**src/rtl/ram_stream_loader_pkg.sv**
```systemverilog
// Shared types and default sizing for the RAM stream loader.
package ram_stream_loader_pkg;

  localparam int RSL_DATA_W = 32;
  localparam int RSL_ADDR_W = 8;
  localparam int RSL_DEPTH  = 2 ** RSL_ADDR_W;

  typedef enum logic [1:0] {
    IDLE = 2'd0,
    LOAD = 2'd1,
    DONE = 2'd2
  } rsl_state_e;

endpackage

```
**src/rtl/ram_stream_loader.sv**
```systemverilog
// Streams valid/ready words into consecutive RAM addresses from a commanded base.
// Optional running checksum enabled by RAM_STREAM_LOADER_CSUM_EN.
module ram_stream_loader
  import ram_stream_loader_pkg::*;
#(
  parameter int DATA_W = RSL_DATA_W,
  parameter int ADDR_W = RSL_ADDR_W
) (
  input  logic              clk,
  input  logic              rst_n,
  input  logic              cmd_start,
  input  logic [ADDR_W-1:0] cmd_base,
  input  logic [ADDR_W:0]   cmd_len,
  input  logic              s_valid,
  output logic              s_ready,
  input  logic [DATA_W-1:0] s_data,
  input  logic              abort,
  output logic              ram_we,
  output logic [ADDR_W-1:0] ram_adr,
  output logic [DATA_W-1:0] ram_din,
  output logic              busy,
  output logic              done,
  output logic [ADDR_W:0]   count,
  output logic [DATA_W-1:0] csum
);

  localparam logic [ADDR_W:0]   CNT_ONE  = 1;
  localparam logic [ADDR_W-1:0] ADDR_ONE = 1;

  rsl_state_e        state_q, state_d;
  logic [ADDR_W-1:0] addr_q, addr_d;
  logic [ADDR_W:0]   len_q, len_d;
  logic [ADDR_W:0]   count_q, count_d;
  logic              ram_we_q, ram_we_d;
  logic [ADDR_W-1:0] ram_adr_q, ram_adr_d;
  logic [DATA_W-1:0] ram_din_q, ram_din_d;
  logic              accept;

  // Handshake qualifiers come from the state register only.
  assign s_ready = (state_q == LOAD);
  assign busy    = (state_q != IDLE);
  assign done    = (state_q == DONE);
  assign ram_we  = ram_we_q;
  assign ram_adr = ram_adr_q;
  assign ram_din = ram_din_q;
  assign count   = count_q;

  always_comb begin
    state_d   = state_q;
    addr_d    = addr_q;
    len_d     = len_q;
    count_d   = count_q;
    ram_we_d  = 1'b0;
    ram_adr_d = ram_adr_q;
    ram_din_d = ram_din_q;
    accept    = 1'b0;
    case (state_q)
      IDLE: begin
        if (cmd_start) begin
          count_d = '0;
          if (cmd_len != '0) begin
            addr_d  = cmd_base;
            len_d   = cmd_len;
            state_d = LOAD;
          end else begin
            state_d = DONE;
          end
        end
      end
      LOAD: begin
        // abort wins over a word offered in the same cycle
        if (abort) begin
          state_d = DONE;
        end else if (s_valid) begin
          accept    = 1'b1;
          ram_we_d  = 1'b1;
          ram_adr_d = addr_q;
          ram_din_d = s_data;
          addr_d    = addr_q + ADDR_ONE;
          count_d   = count_q + CNT_ONE;
          if (count_q + CNT_ONE == len_q) state_d = DONE;
        end
      end
      DONE:    state_d = IDLE;
      default: state_d = IDLE;
    endcase
  end

  always_ff @(posedge clk or negedge rst_n) begin
    if (!rst_n) begin
      state_q   <= IDLE;
      addr_q    <= '0;
      len_q     <= '0;
      count_q   <= '0;
      ram_we_q  <= 1'b0;
      ram_adr_q <= '0;
      ram_din_q <= '0;
    end else begin
      state_q   <= state_d;
      addr_q    <= addr_d;
      len_q     <= len_d;
      count_q   <= count_d;
      ram_we_q  <= ram_we_d;
      ram_adr_q <= ram_adr_d;
      ram_din_q <= ram_din_d;
    end
  end

`ifdef RAM_STREAM_LOADER_CSUM_EN
  logic [DATA_W-1:0] csum_q, csum_d;

  always_comb begin
    csum_d = csum_q;
    if (state_q == IDLE && cmd_start) csum_d = '0;
    else if (accept)                  csum_d = csum_q + s_data;
  end

  always_ff @(posedge clk or negedge rst_n) begin
    if (!rst_n) csum_q <= '0;
    else        csum_q <= csum_d;
  end

  assign csum = csum_q;
`else
  assign csum = '0;
`endif

endmodule

```
**config.mk**
```make
export PLATFORM = sky130hd
export DESIGN_NAME = ram_stream_loader
export DESIGN_NICKNAME = d
export VERILOG_FILES = /design/src/rtl/ram_stream_loader_pkg.sv /design/src/rtl/ram_stream_loader.sv
export SDC_FILE = /design/constraint.sdc
export NUM_CORES = 1
export LEC_CHECK = 0
export ABC_CLOCK_PERIOD_IN_PS = 5000
export CELL_PAD_IN_SITES_DETAIL_PLACEMENT = 1
export CELL_PAD_IN_SITES_GLOBAL_PLACEMENT = 1
export CORE_ASPECT_RATIO = 0.6
export CORE_MARGIN = 10
export CORE_UTILIZATION = 34
export CTS_BUF_LIST = sky130_fd_sc_hd__clkbuf_16
export CTS_CLUSTER_DIAMETER = 50
export DETAILED_ROUTE_END_ITERATION = 12
export PLACE_DENSITY = 0.87
export SYNTH_ARGS = -nofsm -noshare
export SYNTH_HDL_FRONTEND = slang
export SYNTH_SLANG_ARGS = --single-unit
```
**constraint.sdc**
```tcl
create_clock -name clk -period 5 [get_ports clk]
set_input_delay 0.5 -clock clk [delete_from_list [all_inputs] [get_ports clk]]
set_output_delay 0.5 -clock clk [all_outputs]
set_load 0.05 [all_outputs]
```
==> results of run 1 <==
area by class of cell:
type / instances / area, um2 / area share [%]
Clock buffer: 9 / 225 / 4.72
Multi-Input combinational cell: 287 / 1450 / 30.3
Sequential cell: 69 / 1730 / 36.2
Clock inverter: 7 / 90.1 / 1.89
Tap cell: 135 / 169 / 3.54
Inverter: 4 / 15.0 / 0.315
Timing Repair Buffer: 111 / 1100 / 23.0
worst max path at each step:
| stage | start | endpoint | slack (ns) | depth (start not counted) |
|---|---|---|---|---|
| 3_5_place_dp | cmd_len[6] | addr_q[7] | 2.47 | 6 |
| 5_1_grt | state_q[0] | s_ready | 2.36 | 3 |
| 3_3_place_gp | abort | count[7] | 2.58 | 7 |
| 4_1_cts | state_q[0] | s_ready | 2.44 | 3 |
| 2_1_floorplan | count[0] | state_q[1] | 2.97 | 6 |
| 6_report | state_q[0] | s_ready | 2.46 | 3 |
synth_stat cells (2+ instances only):
library cell / count / area [um2]
a31oi_1: 3 / 18.8
xnor2_1: 6 / 52.6
a32o_1: 2 / 20.0
ha_1: 2 / 25.0
nand4_1: 2 / 12.5
o21ai_0: 19 / 95.1
inv_1: 3 / 11.3
clkbuf_1: 10 / 37.5
mux2_2: 7 / 78.8
nand2b_1: 3 / 18.8
and3_1: 3 / 18.8
xor2_1: 5 / 43.8
buf_2: 3 / 15.0
o22ai_1: 3 / 18.8
nor2b_1: 3 / 18.8
nand2_1: 136 / 510
dfrtp_1: 69 / 1730
a21oi_1: 13 / 65.1
a2bb2oi_1: 4 / 35.0
o31ai_1: 3 / 22.5
buf_4: 33 / 248
nand3_1: 13 / 65.1
and2_1: 3 / 18.8
nor2_1: 6 / 22.5
what timing repair did:
item / in CTS / in global routing
hold buffers: 1 / 0
endpoints found under the hold margin: 4 / 0
endpoints found under the setup margin: 0 / 0
flip-flops by register name (all words and copies together), names as in the netlist:
register	flops
ram_din	32
ram_adr	8
addr_q	8
len_q	9
count	9
ram_we	1
state_q	2
cell families after synthesis:
kind of cell | after synthesis | share of synthesized area [%]
AOI/OAI and AO/OA | 54 | 10.1
xor gates and xnor gates | 11 | 2.85
adders and majority gates | 2 | 0.741
buffers and inverters | 51 | 9.45
DFF | 69 | 51.2
muxes | 8 | 2.63
other | 1 | 0.111
and+or+nand+nor | 180 | 23.0
per-stage QoR:
stage | worst slack [ns] | instances | util (%) | total power, mW | hold WS [ns]
floorplan | 2.97 | 407 | - | 2.11 | 0.204
global placement | 2.58 | 605 | 45.4 | 2.64 | 0.354
detailed placement | 2.47 | 605 | 45.4 | 2.70 | 0.359
CTS | 2.44 | 622 | 48.8 | 3.41 | 0.480
global route | 2.36 | 622 | 48.8 | 3.57 | 0.507
finish | 2.46 | 622 | 48.8 | 3.36 | 0.475
power by group:
| group | switching (mW) | internal [mW] |
|---|---|---|
| Sequential | 0.184 | 0.799 |
| Combinational | 1.13 | 0.569 |
| Clock | 0.244 | 0.433 |
critical path: stages, from the launching register on:
cell and delay, ns:
dfrtp_1 0.46, nor2b_1 0.16, buf_4 0.24, clkdlybuf4s50_1 0.84
routing by layer:
layer	share of wire (%)	track usage, %	vias up	wire length (um)
met2	48	25.2	97	5310
met3	9.0	7.35	16	988
met1	41	17.8	1450	4540
met4	1.8	5.16	0	195
met5	0	0	-	0
li1	-	-	1391	-
==> summary.txt, run 1 <==
Worst setup path
  – Critical R2R Capture: state_q[0]
  – Reg2Reg Setup Slack: between 2 and 3 ns
  – Critical path type: reg2out
  – Critical path peak fanout: 20
  – Reg2reg start: count[0]
  – Crit path capture type: output port
  – Startpoint Class: flip-flop
  – R2R depth: 6
  – Critical Path RT: between 4 and 5 ns
  – Critical Path AT: about 2.0 ns

STA
  – Fin. max-slew vios: 0
  – RSZ-0062 raised after global routing: no
  – Final Skew: slightly below 0.006 ns
  – Tmin final: 2.54 ns
  – Tcrit/Tclk final: about half
  – Final Hold Viols: 0
  – Endpoints failing setup: 0
  – Setup TNS: 0 ns
  – Slew @ Worst Pin: around 0.83 ns
  – Slew margin rel.: about 44%
  – Fmax: roughly 400 MHz

Die
  – Row count: 28
  – Core area: 9770 um2
  – Ports: between 100 and 150
  – Vert. Die Dim: ~97 um
  – Chip Width: between 100 and 150 um
  – Die area: around 14000 um2
  – Initial Utilization: 34.5%

Clocking
  – Post_cts resized: 0
  – Clock sink total: between 60 and 70
  – CTS tree: yes
  – Number of setup buffers added after CTS: 0
  – Clock buffer depth: 2
  – CTS Buf Count: 9
  – Clk Latency, worst-skew pair: 0.33 ns
  – CTS H-tree depth: 3
  – Clock slew at reported path FFs: approximately 0.060 ns
  – Root buf cell: clkbuf_16

Routing
  – DR DRC count: 0
  – Antenna Violating Nets Remaining: 0
  – Detailed Routing Iterations Pass 1: 4
  – Via count: ~3000
  – Final wirelength: approximately 11000 um
  – Vias per std cell: between 4 and 5
  – DR WL/cell: around 18 um
  – Initial DRC count: ~160

GRT
  – Total GRT Usage: 15.6%
  – Largest net degree at the start of global routing: between 60 and 70
  – Remaining Overflow, GRT: 0
  – Vias in the first global route: ~3300
  – Initial antenna violation count: 0
  – Global-route wire length before repair: 18000 um

Cells and area
  – Commonest non-fill, non-tap cell in the layout: nand2_1
  – Layout cells sized above 1: roughly 6.4%
  – P&R area growth vs syn: 41.3%
  – Final Cell Area: approximately 4800 um2
  – Most frequent cells in the layout: nand2_1, clkdlybuf4s50_1, dfrtp_1
  – Total of fill cells in the finished design: between 1000 and 1500
  – Nets: about 540
  – Antenna Cells: 0

Power and ir drop
  – Leak pwr: about 2.2 nW
  – Worst vdd ir: slightly above 300 uV
  – Power Dens Cells: between 700 and 800 nW/um2

Logic synthesis
  – EDFF count, synth: 0
  – Synth Warn #: 0
  – Yosys cell types: 46
  – Sequential area share after synthesis: 51.2%
  – Syn Area/Cell: about 9.0 um2
  – Synth async-reset ratio: 100%
  – Top FF cell, synth: dfrtp_1
  – Post-Syn Area: approximately 3400 um2
  – Synth Register Bits: 69
  – Synthesized instance count: about 380

Job
  – Max-cap viol count: 0

Min path
  – HP Class: reg2reg
  – Hold Path Sink: ram_din[2]
  – Hold Crit Start: ram_din[2]
  – Hold depth: 2

Run status
  – Status: completed

Placed design
  – IO buf count: 106
  – Routability cong.: 0.827
  – DP Area: around 4400 um2
  – DP HPWL: ~8200 um
Power figures use the tool's default switching activity.
==> run 2: changes to the inputs <==
ABC_CLOCK_PERIOD_IN_PS = 2500   (was 5000)
CORE_UTILIZATION = 31   (was 34)
PLACE_DENSITY = 0.8   (was 0.87)
clock period = 2.5 ns   (was 5 ns; I/O delays follow)
==> summary.txt, run 2 (synthesized netlist as in run 1, its figures left out) <==
Die
  – Core area: 10600 um2 (was 9770 um2)
  – Row count: 29 (was 28)
  – Ports: 139 (unchanged)
  – Vert. Die Dim: 101 um (was 97.2 um)
  – Initial Utilization: 31.8% (was 34.5%)
  – Die area: 15600 um2 (was 14400 um2)
  – Chip Width: 155 um (was 149 um)

GRT
  – Remaining Overflow, GRT: 0 (unchanged)
  – Total GRT Usage: 14.2% (was 15.6%)
  – Initial antenna violation count: 0 (unchanged)
  – Largest net degree at the start of global routing: 47 (was 63)
  – Global-route wire length before repair: 17800 um (was 18000 um)
  – Vias in the first global route: 3253 (was 3274)

Clocking
  – Post_cts resized: 0 (unchanged)
  – Root buf cell: clkbuf_16 (unchanged)
  – Clock buffer depth: 2 (unchanged)
  – Clock sink total: 69 (unchanged)
  – Clk Latency, worst-skew pair: 0.34 ns (was 0.33 ns)
  – CTS Buf Count: 9 (unchanged)
  – CTS tree: yes (unchanged)
  – Clock slew at reported path FFs: 0.06 ns (about the same)
  – CTS H-tree depth: 3 (unchanged)

Cells and area
  – Final Cell Area: 4790 um2 (was 4770 um2)
  – P&R area growth vs syn: 42.0% (was 41.3%)
  – Antenna Cells: 0 (unchanged)
  – Nets: 541 (was 538)
  – Layout cells sized above 1: 7.76% (was 6.37%)
  – Max reg flops: 32 (unchanged)
  – Commonest non-fill, non-tap cell in the layout: nand2_1 (unchanged)
  – Most frequent cells in the layout: nand2_1, clkdlybuf4s50_1, dfrtp_1 (unchanged)
  – Post-Layout Cell Count: 629 (was 622)

STA
  – Fin. max-slew vios: 0 (unchanged)
  – Slew @ Worst Pin: 0.616 ns (was 0.833 ns)
  – Setup TNS: 0 ns (unchanged)
  – Tcrit/Tclk final: 86.5%
  – Final Skew: 0.00649 ns (was 0.00582 ns)
  – Fmax: around 460 MHz
  – Tmin final: around 2.2 ns
  – Endpoints failing setup: 0 (unchanged)
  – Final Hold Viols: 0 (unchanged)
  – Slew margin rel.: 58.5% (was 44.5%)
  – RSZ-0062 raised after global routing: no (unchanged)

Placed design
  – IO buf count: 106 (unchanged)
  – DP HPWL: 8490 um (was 8200 um)
  – Dpl cells: 612 (was 605)
  – Routability cong.: 0.849 (was 0.827)
  – DP Area: 4480 um2 (was 4440 um2)

Power and ir drop
  – Sequential power share: 29.2% (about the same)
  – Clock Power Share: 19.4% (was 20.1%)
  – Worst vdd ir: 566 uV (was 305 uV)
  – Leak pwr: 2.19 nW (was 2.18 nW)
  – Internal power: 3.54 mW (was 1.80 mW)
  – Switch share: 47.1% (was 46.4%)
  – Sw Pwr: 3.16 mW (was 1.56 mW)
  – Logic pwr share: 51.4% (was 50.6%)
  – Power Dens Cells: 1400 nW/um2 (was 705 nW/um2)

Worst setup path
  – Critical Path AT: 1.91 ns (was 2.04 ns)
  – Critical path peak fanout: 7 (was 20)
  – Cell-by-cell trace of the critical path: nor2_1 > inv_1 > clkdlybuf4s50_1 (was nor2b_1 > buf_4 > clkdlybuf4s50_1)
  – Crit path capture type: output port (unchanged)
  – Startpoint Class: flip-flop (unchanged)
  – CP peak stage delay: 0.74 ns (was 0.84 ns)
  – Critical path type: reg2out (unchanged)
  – Critical Path RT: 2.25 ns (was 4.50 ns)
  – CP max-delay cell: clkdlybuf4s50_1 (unchanged)

Job
  – Max-cap viol count: 0 (unchanged)

Min path
  – HP Class: in2reg (was reg2reg)

Routing
  – Final wirelength: 11100 um (was 11000 um)
  – Detailed Routing Iterations Pass 1: 4 (unchanged)
  – DR DRC count: 0 (unchanged)
  – Vias per std cell: 4.70 (was 4.75)
  – DR WL/cell: 17.6 um (was 17.7 um)
  – Initial DRC count: 127 (was 156)
  – Antenna Violating Nets Remaining: 0 (unchanged)
  – Via count: 2958 (was 2954)

Run status
  – Status: completed (unchanged)
run 2: critical path: cells and delay by family, from the launching register on:
kind                   cells  cell delay, ns
buffers and inverters      2            0.85
DFF                        1            0.44
and+or+nand+nor            1            0.28
run 2: timing repair:
action / in CTS / in global routing
hold buffers: 1 / 0
buffers inserted: 0 / 0
endpoints found under the hold margin: 28 / 0
run 2: routing by layer:
metal	track usage [%]	vias to the layer above	wire length [um]
met2	22.4	91	5060
met5	0	-	0
met3	8.53	17	1260
met1	16.1	1451	4640
met4	3.40	0	119
li1	-	1399	-
run 2: per-stage QoR:
stage          power (mW)  util, %  setup slack (ns)  hold slack, ns
6_report             6.70     45.2             0.338           0.437
5_1_grt              7.11     45.2             0.197           0.442
4_1_cts              6.78     45.2             0.309           0.428
3_5_place_dp         5.44     42.3             0.286           0.301
3_3_place_gp         5.34     42.3             0.331           0.295
2_1_floorplan        4.22        -             0.470         -0.0456
run 2: power groups by stage:
stage          sequential (mW)  clock [mW]  combinational, mW
2_1_floorplan             3.04           0               1.18
3_3_place_gp              1.95           0               3.39
3_5_place_dp              1.98           0               3.47
4_1_cts                   1.97        1.33               3.48
5_1_grt                   2.04        1.38               3.69
6_report                  1.96        1.30               3.44
run 2: path summary, 6_finish.rpt:
| path | from | endpoint | slack (ns) | cells after the start |
|---|---|---|---|---|
| worst max register to register | count[0] | state_q[1] | 0.50 | 6 |
| min in group asynchronous | rst_n | ram_din[29] | 0.47 | 3 |
| worst min-delay path | s_data[20] | ram_din[20] | 0.44 | 3 |
| worst max-delay path | state_q[0] | busy | 0.34 | 3 |
| max in group asynchronous | rst_n | addr_q[1] | 1.57 | 3 |
| worst min register to register | ram_din[22] | ram_din[22] | 0.47 | 2 |
run 2: cell type report:
type	instances	area [um2]
clock buffer	9	225
clock inverter	7	75.1
fill	1240	5800
inverter	4	15.0
multi-input combinational	287	1450
sequential	69	1730
tap	139	174
timing repair buffer	114	1130
==> run 3: changes to the inputs <==
ABC_CLOCK_PERIOD_IN_PS = default   (was 2500)
REMOVE_ABC_BUFFERS = 1   (was default)
==> summary.txt, run 3 (synthesized netlist as in run 1, its figures left out) <==
Placed design
  – Routability cong.: 0.781 (was 0.849)
  – IO buf count: 106 (unchanged)
  – Post-place setup slack: 0.265 ns (was 0.286 ns)
  – DP HPWL: 8660 um (was 8490 um)

Die
  – Die area: 15600 um2 (unchanged)
  – Row count: 29 (unchanged)
  – Ports: 139 (unchanged)
  – Core area: 10600 um2 (unchanged)
  – Vert. Die Dim: 101 um (unchanged)
  – Initial Utilization: 31.8% (unchanged)
  – Chip Width: 155 um (unchanged)

STA
  – Slew margin rel.: 50.1% (was 58.5%)
  – Final Skew: 0.00445 ns (was 0.00649 ns)
  – Final Hold Viols: 29 (was 0)
  – Fmax: 463 MHz (about the same)
  – RSZ-0062 raised after global routing: no (unchanged)
  – Endpoints failing setup: 0 (unchanged)
  – Final hold slack: -0.0184 ns (was 0.437 ns)
  – Fin. max-slew vios: 0 (unchanged)
  – PnR worst setup slack: 0.340 ns (was 0.338 ns)
  – Slew @ Worst Pin: 0.749 ns (was 0.616 ns)
  – Tcrit/Tclk final: 86.4% (was 86.5%)
  – Tmin final: 2.16 ns (about the same)

Clocking
  – CTS Buf Count: 9 (unchanged)
  – Clk Latency, worst-skew pair: 0.33 ns (was 0.34 ns)
  – CTS H-tree depth: 3 (unchanged)
  – Number of setup buffers added after CTS: 0 (unchanged)
  – Clock buffer depth: 2 (unchanged)
  – Clock sink total: 69 (unchanged)
  – CTS tree: yes (unchanged)
  – Root buf cell: clkbuf_16 (unchanged)
  – CTS Hold Buffers Added: 0 (was 1)
  – Post_cts resized: 0 (unchanged)
  – Clock slew at reported path FFs: 0.06 ns (about the same)

Worst setup path
  – Crit path capture type: output port (unchanged)
  – Critical Path AT: 1.91 ns (about the same)
  – Critical path peak fanout: 7 (unchanged)
  – Critical path type: reg2out (unchanged)
  – Critical Path RT: 2.25 ns (about the same)
  – Startpoint Class: flip-flop (unchanged)

Power and ir drop
  – Sw Pwr: 3.12 mW (was 3.16 mW)
  – Power Dens Cells: 1390 nW/um2 (was 1400 nW/um2)
  – Sequential power share: 29.8% (was 29.2%)
  – Leak pwr: 2.20 nW (was 2.19 nW)
  – Worst vdd ir: 711 uV (was 566 uV)
  – Switch share: 46.8% (was 47.1%)
  – Logic pwr share: 51.5% (was 51.4%)
  – Clock Power Share: 18.7% (was 19.4%)
  – Internal power: 3.55 mW (was 3.54 mW)

Cells and area
  – Nets: 541 (unchanged)
  – P&R area growth vs syn: 42.0% (about the same)
  – Commonest non-fill, non-tap cell in the layout: nand2_1 (unchanged)
  – Antenna Cells: 0 (unchanged)
  – Most frequent cells in the layout: nand2_1, clkdlybuf4s50_1, dfrtp_1 (unchanged)
  – Util after Layout: 45.2% (about the same)
  – Total of fill cells in the finished design: 1222 (was 1240)
  – Storage cell area: 1730 um2 (unchanged)
  – Layout cells sized above 1: 7.96% (was 7.76%)
  – Area of the multi-input gates: 1450 um2 (unchanged)
  – Max reg flops: 32 (unchanged)

GRT
  – Remaining Overflow, GRT: 0 (unchanged)
  – Total GRT Usage: 14.5% (was 14.2%)
  – Initial antenna violation count: 0 (unchanged)
  – Largest net degree at the start of global routing: 47 (unchanged)
  – Global-route wire length before repair: 18100 um (was 17800 um)
  – Vias in the first global route: 3270 (was 3253)

Run status
  – Status: finished, violations left (was completed)
  – Failing checks: negative hold slack

Routing
  – Antenna Violating Nets Remaining: 0 (unchanged)
  – Via count: 2979 (was 2958)
  – Vias per std cell: 4.74 (was 4.70)
  – DR DRC count: 0 (unchanged)
  – Final wirelength: 11200 um (was 11100 um)
  – DR WL/cell: 17.8 um (was 17.6 um)
  – Initial DRC count: 124 (was 127)
  – Detailed Routing Iterations Pass 1: 4 (unchanged)

Min path
  – HP Class: in2async (was in2reg)

Job
  – Max-cap viol count: 0 (unchanged)
-- run 3: layout make-up --
type,instances,share of cell area [%]
multi-input combinational,287,30.2
timing repair buffer,114,23.8
clock inverter,7,1.38
tap,139,3.63
sequential,69,36.0
clock buffer,9,4.70
inverter,4,0.313
-- run 3: per-layer routing --
metal | global-route usage, % | routed length (um) | up-vias
li1 | - | - | 1397
met1 | 18.3 | 5150 | 1481
met2 | 23.1 | 5200 | 95
met3 | 5.54 | 774 | 6
met4 | 3.47 | 73 | 0
met5 | 0 | 0 | -
-- run 3: per-stage QoR --
stage	cell area (um2)	setup TNS [ns]	power [mW]	instances	hold WS (ns)
after floorplan	3190	-16.62	4.15	360	-0.0456
after global placement	4500	0	5.36	613	0.361
after detailed placement	4500	0	5.47	613	0.367
after CTS	4790	0	6.77	629	0.00634
after global routing	4790	0	7.09	629	0.0363
final	4790	0	6.67	629	-0.0184
-- run 3: critical path, stage by stage, from the launching register on --
cell and delay, ns:
dfrtp_1 0.45, nor2_1 0.25, inv_1 0.15, clkdlybuf4s50_1 0.73
-- run 3: final timing paths --
kind	from	end	slack (ns)	depth (start not counted)
min in group clk	s_data[7]	ram_din[7]	0.45	3
worst max register to register	count[0]	state_q[1]	0.48	6
max in group asynchronous	rst_n	ram_adr[6]	1.84	2
worst min register to register	ram_din[11]	ram_din[11]	0.47	2
worst min-delay path	rst_n	ram_din[25]	-0.02	1
worst max-delay path	state_q[0]	busy	0.34	3
-- run 3: power by group through the flow --
| stage | clock network [mW] | logic [mW] | registers, mW |
|---|---|---|---|
| after floorplan | 0 | 1.11 | 3.04 |
| after global placement | 0 | 3.39 | 1.97 |
| after detailed placement | 0 | 3.48 | 2.00 |
| after CTS | 1.29 | 3.49 | 1.99 |
| final | 1.25 | 3.44 | 1.99 |
| after global routing | 1.33 | 3.70 | 2.06 |
